**src/rtl/exe_issue_ctrl.sv**
```systemverilog
//------------------------------------------------------------------------------
// Module   : exe_issue_ctrl
// Purpose  : Execute-stage sequencer around the combinational FU: execute
//            register, issue/memory handshakes, delay-slot-aware redirect,
//            front-end flush and refill bubble.
//            Optional: define EXE_PERF_CNT_EN for branch/mispredict counters.
// Revision : 1.0 - initial release
//------------------------------------------------------------------------------
`default_nettype none

package exe_issue_pkg;
    typedef enum logic [2:0] {
        EXE_ALU    = 3'd0,
        EXE_BRANCH = 3'd1,
        EXE_LOAD   = 3'd2,
        EXE_STORE  = 3'd3
    } exe_type_t;

    typedef struct packed {
        exe_type_t   exe_type;
        logic [31:0] pc;
        logic [31:0] operand;
        logic [31:0] target;
    } fu_require_t;

    typedef struct packed {
        logic        enable;
        logic [31:0] pc_new;
    } pc_check_t;
endpackage

module exe_issue_ctrl
    import exe_issue_pkg::*;
#(
    parameter int BUBBLE_CYCLES = 2,
    parameter int CNT_W         = 4
) (
    input  logic        clk,
    input  logic        rst,
    input  fu_require_t in_req,
    input  logic        in_valid,
    output logic        in_ready,
    output fu_require_t fu_req,
    input  pc_check_t   fu_check,
    output logic        mem_valid,
    input  logic        mem_ready,
    output pc_check_t   redirect,
    output logic        flush_front
`ifdef EXE_PERF_CNT_EN
    ,
    output logic [31:0] branch_cnt,
    output logic [31:0] mispredict_cnt
`endif
);

    localparam logic [CNT_W-1:0] c_BUBBLE_LOAD = CNT_W'(BUBBLE_CYCLES);
    localparam logic [CNT_W-1:0] c_ONE         = CNT_W'(1);

    typedef enum logic [1:0] {
        ST_RUN       = 2'd0,
        ST_SLOT_WAIT = 2'd1,
        ST_REDIRECT  = 2'd2,
        ST_BUBBLE    = 2'd3
    } state_t;

    state_t             r_state;
    state_t             w_state_nxt;
    logic               r_ex_valid;
    fu_require_t        r_fu_req;
    logic [31:0]        r_pending_pc;
    logic [31:0]        w_pending_nxt;
    logic [CNT_W-1:0]   r_bubble_cnt;
    logic [CNT_W-1:0]   w_bubble_nxt;
    pc_check_t          r_redirect;
    logic               r_flush;
    logic               w_accept;
    logic               w_fire;
    logic               w_enter_redirect;

    // Gated by rst so issue sees no ready while the block is held in reset.
    assign in_ready  = !rst && (r_state == ST_RUN || r_state == ST_SLOT_WAIT)
                       && (!r_ex_valid || mem_ready);
    assign w_accept  = in_valid && in_ready;
    assign w_fire    = r_ex_valid && mem_ready;
    assign mem_valid = r_ex_valid;
    assign fu_req    = r_fu_req;
    assign redirect  = r_redirect;
    assign flush_front = r_flush;
    assign w_enter_redirect = (w_state_nxt == ST_REDIRECT);

    always_comb begin
        w_state_nxt   = r_state;
        w_pending_nxt = r_pending_pc;
        w_bubble_nxt  = r_bubble_cnt;
        case (r_state)
            ST_RUN: begin
                // Only a retiring instruction in RUN may trigger a redirect.
                if (w_fire && fu_check.enable) begin
                    w_pending_nxt = fu_check.pc_new;
                    w_state_nxt   = w_accept ? ST_REDIRECT : ST_SLOT_WAIT;
                end
            end
            ST_SLOT_WAIT: begin
                if (w_accept) begin
                    w_state_nxt = ST_REDIRECT;
                end
            end
            ST_REDIRECT: begin
                w_bubble_nxt = c_BUBBLE_LOAD;
                w_state_nxt  = (BUBBLE_CYCLES == 0) ? ST_RUN : ST_BUBBLE;
            end
            ST_BUBBLE: begin
                w_bubble_nxt = r_bubble_cnt - c_ONE;
                if (r_bubble_cnt <= c_ONE) begin
                    w_state_nxt = ST_RUN;
                end
            end
            default: begin
                w_state_nxt = ST_RUN;
            end
        endcase
    end

    always_ff @(posedge clk or posedge rst) begin
        if (rst) begin
            r_state      <= ST_RUN;
            r_ex_valid   <= 1'b0;
            r_fu_req     <= '0;
            r_pending_pc <= '0;
            r_bubble_cnt <= '0;
            r_redirect   <= '0;
            r_flush      <= 1'b0;
        end else begin
            r_state      <= w_state_nxt;
            r_pending_pc <= w_pending_nxt;
            r_bubble_cnt <= w_bubble_nxt;
            if (w_accept) begin
                r_fu_req   <= in_req;
                r_ex_valid <= 1'b1;
            end else if (w_fire) begin
                r_ex_valid <= 1'b0;
            end
            r_redirect.enable <= w_enter_redirect;
            r_redirect.pc_new <= w_enter_redirect ? w_pending_nxt : 32'd0;
            r_flush           <= w_enter_redirect;
        end
    end

`ifdef EXE_PERF_CNT_EN
    logic [31:0] r_branch_cnt;
    logic [31:0] r_mispredict_cnt;

    always_ff @(posedge clk or posedge rst) begin
        if (rst) begin
            r_branch_cnt     <= '0;
            r_mispredict_cnt <= '0;
        end else begin
            if (w_fire && r_fu_req.exe_type == EXE_BRANCH) begin
                r_branch_cnt <= r_branch_cnt + 32'd1;
            end
            if (w_enter_redirect && r_state != ST_REDIRECT) begin
                r_mispredict_cnt <= r_mispredict_cnt + 32'd1;
            end
        end
    end

    assign branch_cnt     = r_branch_cnt;
    assign mispredict_cnt = r_mispredict_cnt;
`endif

endmodule

`default_nettype wire
```
**config.mk**
```make
export PLATFORM = sky130hd
export DESIGN_NAME = exe_issue_ctrl
export DESIGN_NICKNAME = d
export VERILOG_FILES = /design/src/rtl/exe_issue_ctrl.sv
export SDC_FILE = /design/constraint.sdc
export NUM_CORES = 1
export LEC_CHECK = 0
export ABC_AREA = 1
export BUFFER_PORTS_ARGS = -buffer_cell sky130_fd_sc_hd__buf_2
export CAP_MARGIN = 30
export CORE_MARGIN = 10
export CORE_UTILIZATION = 49
export CTS_CLUSTER_DIAMETER = 150
export DETAILED_ROUTE_END_ITERATION = 7
export GPL_TIMING_DRIVEN = 0
export PLACE_DENSITY = 0.77
export SYNTH_ARGS = -nofsm -noshare
export SYNTH_HDL_FRONTEND = slang
export SYNTH_SLANG_ARGS = --single-unit
```
**constraint.sdc**
```tcl
create_clock -name clk -period 6.5 [get_ports clk]
set_input_delay 1.3 -clock clk [delete_from_list [all_inputs] [get_ports clk]]
set_output_delay 1.3 -clock clk [all_outputs]
set_load 0.01 [all_outputs]
```
* Word level (Yosys, flattened, before mapping)
Index checks and enable logic that the tools add are counted.
** Cells by class
- Reduce and logical (&&, ||, !) cells :: 12
- $add $sub $neg :: 1
- Multiplexer cells :: 11
- Magnitude comparators :: 1
- Equality and inequality tests :: 4
** Operator list (number)
- $mux W32 :: 3
- $mux W2 :: 4
- $pmux W2 S4 :: 1
- $pmux W4 S2 :: 1
- $eq A2 B2 Y1 const B :: 3
- $logic_and A1 B1 Y1 :: 5
- $le A4 B1 Y1 const B :: 1
- $reduce_bool A2 Y1 :: 2
- $sub A4 B1 Y4 const B :: 1
- $eq A2 B1 Y1 const B :: 1
- $logic_not A1 Y1 :: 2
- $logic_not A2 Y1 :: 1
- $logic_or A1 B1 Y1 :: 2
- $mux W1 :: 2
** Word-level totals
- Register bits after elaboration :: 171
- Bits of input ports :: 136
- Word-level logic and storage cells :: 39
- Output and inout port bits :: 135

* Longest topological paths before layout
- Depth after elaboration :: 10
- Mapped depth :: 9
- Mapped depth without buffers :: 7

* Worst setup path before layout
OpenSTA, ideal clock, no wires.
- Kind :: input-to-output
- Start point :: input rst
- End point :: output in_ready
- Cell stages on the path :: 3
- Arrival :: 1.568 ns
- Buffers on the path :: 0
- Data required time :: 5.200 ns
- Slack :: 3.632 ns
- Cell sequence :: nor2_1 nand2_2 inv_1
** On the way
- Word-level cells in the longest chain between the ends :: 3
** RTL lines
- from (decl) :: line 39 : input logic rst,
- $logic_not A1 Y1 (no line)
- $logic_and A1 B1 Y1 :: line 81 : assign in_ready = !rst && (r_state == ST_RUN || r_state == ST_SLOT_WAIT)
- $logic_and A1 B1 Y1 :: line 82 : && (!r_ex_valid || mem_ready);
- to (decl) :: line 42 : output logic in_ready,
Every way passes these cells.

* Final worst setup path
Same ends and word-level chain as after synthesis.

==> flow_metrics.env <==
export IMPL_status="finished clean"
export IMPL_drc=0
export IMPL_cts_root_buffer="clkbuf_16"
export IMPL_die_h_um=138
export IMPL_synth_ff_type="dfrtp_1"
export IMPL_cpMostUsedCell="buf_2"
export IMPL_finalCritPeriodShare=0.479
export IMPL_cp_max_fo=2
export IMPL_first_iter_violations=407
export IMPL_multiInputGateArea_mm2=0.00186
export IMPL_grt_overflow=0
export IMPL_design_die_area_mm2=0.0190
export IMPL_syn_avg_cell_area_um2=8.82
export IMPL_core_mm2=0.0138
export IMPL_maxSlewViolCount=0
export IMPL_power_density_mw_per_mm2=444
export IMPL_worstPathCellList="buf_2 -> nor2_1 -> nand2_2 -> inv_1 -> buf_2"
export IMPL_yosys_warnings=0
export IMPL_dr_pass1_iters=4
export IMPL_die_x_um=138
export IMPL_cts_tree="built"
export IMPL_postSynthNetCount=912
export IMPL_ant_nets=0
export IMPL_h_tree_depth=4
export IMPL_cts_hold_fix_buffers=0
export IMPL_instances_no_fill=1259
export IMPL_slew_headroom=0.592
export IMPL_numCtsBuffers=17
export IMPL_worstHoldPathType="reg -> reg"
export IMPL_yosys_top_cells_count="nand2_1, dfrtp_1, inv_1, nor2_2, buf_6"
export IMPL_areaGrowthSynthToFinish_pct=32.0
export IMPL_skew_ns=0.00765
export IMPL_rows=43
export IMPL_max_freq_ghz=0.321
export IMPL_tightest_slew_ns=0.612
export IMPL_ios=271
export IMPL_leakage_nw=5.56
export IMPL_dp_hpwl_um=14300
export IMPL_arrival_ns=1.81
export IMPL_fin_crit_ns=3.11
export IMPL_cp_end_kind="primary output"
export IMPL_vias=5593
export IMPL_clk_latency_ns=0.41
export IMPL_cts_setup_buffers=0
export IMPL_yosysSeqAreaShare=0.627
export IMPL_nets=1202
export IMPL_antenna_found_initial=2
export IMPL_rsz0062_at_grt="no"
export IMPL_grt_pass1_wl_um=30100
export IMPL_synthArstFlopShare=1.00
export IMPL_yosysMostFrequentCell="nand2_1"
export IMPL_place_congestion=0.847
export IMPL_synth_area_mm2=0.00682
export IMPL_setup_viol=0
export IMPL_netlist_instances=774
export IMPL_final_util=0.654
export IMPL_critPathKind="in -> out"
export IMPL_slowest_stage="buf_2"
export IMPL_grt_pass1_vias=5708
export IMPL_viasPerCell=4.44
export IMPL_synth_largest_area_cell="dfrtp_1"
export IMPL_finalPower_mw=4.00
export IMPL_cts_sinks=171
export IMPL_numPortBuffers=270
export IMPL_clkTransAtPathRegs_ns=0.06
export IMPL_yosysTopAreaCellShare=0.627
export IMPL_slowest_delay_ns=0.14
export IMPL_max_cap_violations=0
export IMPL_routedWlPerCell_um=14.8
export IMPL_final_seq_area_mm2=0.00428
export IMPL_clockBufferDepth=2
export IMPL_synth_cell_types=20
export IMPL_track_usage=0.195
export IMPL_ctsResizeCount=0
export IMPL_ys_top_cells_by_area="dfrtp_1, nand2_1, inv_1, nor2_2, buf_6"
export IMPL_ys_ff_latch=171
export IMPL_hold_violations=0
export IMPL_crit_path_start_kind="input pin"
export IMPL_peakVddDrop_mv=0.213
export IMPL_synth_edf_count=0
export IMPL_initial_core_util=0.495
export IMPL_finalWirelength_um=18600
export IMPL_drive_gt1_frac=0.338
export IMPL_nFillCells=1157
export IMPL_worst_ep_required_time_ns=5.20
export IMPL_placedCellCount=1225
export IMPL_grt_max_degree=92
## layout by cell type, fill, tap and decap left out, drive strengths merged
master	synthesis	layout
a21oi	1	1
a31oi	1	1
buf	29	300
bufinv	0	1
clkbuf	4	26
clkinv	0	5
clkinvlp	0	4
dfrtp	171	171
diode	0	2
ha	2	2
inv	109	109
nand2	408	408
nand3	3	3
nand4	1	1
nor2	40	40
o21ai	5	5
## stage by stage
step | hold slack (ns) | worst slack (ns) | instance area, µm² | setup TNS [ns]
after global routing | 0.484 | 3.37 | 9000 | 0
final | 0.463 | 3.39 | 9010 | 0
after global placement | 0.448 | -1.39 | 8400 | -237.09
after detailed placement | 0.453 | 3.38 | 8440 | 0
after CTS | 0.468 | 3.38 | 9000 | 0
after floorplan | 0.485 | 0.568 | 6820 | 0
## path summary, 6_finish.rpt
path	from	depth (start not counted)	end	slack, ns
max	rst	5	in_ready	3.39
min	fu_req[86]	2	fu_req[86]	0.46
max reg2reg	mem_valid	7	r_pending_pc[17]	5.03
min reg2reg	fu_req[86]	2	fu_req[86]	0.46
max in group asynchronous	rst	3	fu_req[24]	4.75
min in group asynchronous	rst	2	fu_req[64]	0.96
## area by class of cell
type	instances	share of cell area
Timing Repair Buffer	271	0.153
Multi-Input combinational cell	461	0.206
Clock buffer	22	0.0526
Sequential cell	171	0.475
Buffer	33	0.0307
Tap cell	180	0.0250
Antenna cell	2	0.000556
Inverter	109	0.0463
Clock inverter	10	0.0103
## sequential cells by signal, indices dropped and copies added (netlist names)
signal / cells
r_pending_pc: 32
mem_valid: 1
r_bubble_cnt: 4
fu_req: 99
redirect: 32
flush_front: 1
r_state: 2
## worst max-delay path: cells and delay by family
kind,cells,cell delay [ns]
buffers and inverters,3,0.32
and+or+nand+nor,2,0.20
## where the power goes
group	internal, mW	switching, mW	leakage, nW
Clock	0.557	0.399	0.268
Sequential	1.50	0.188	2.10
Combinational	0.520	0.832	3.19
Total	2.58	1.42	5.56
## kinds of logic after synthesis
| family | count (synthesis) | synth area share |
|---|---|---|
| AND/OR/NAND/NOR | 452 | 0.263 |
| flip-flops | 171 | 0.627 |
| buffers and inverters | 142 | 0.100 |
| AO/OA/AOI/OAI | 7 | 0.00532 |
| adder cells (fa/ha/maj) | 2 | 0.00367 |
## metal layers
layer  global-route usage  vias up  wire (µm)
met3               0.0723       17       1530
met4               0.0533        0        186
li1                     -     2820          -
met1                0.233     2547       7770
met2                0.323      209       9160
met5                    0        -          0
Note: power is estimated with default switching activity, not from simulation.
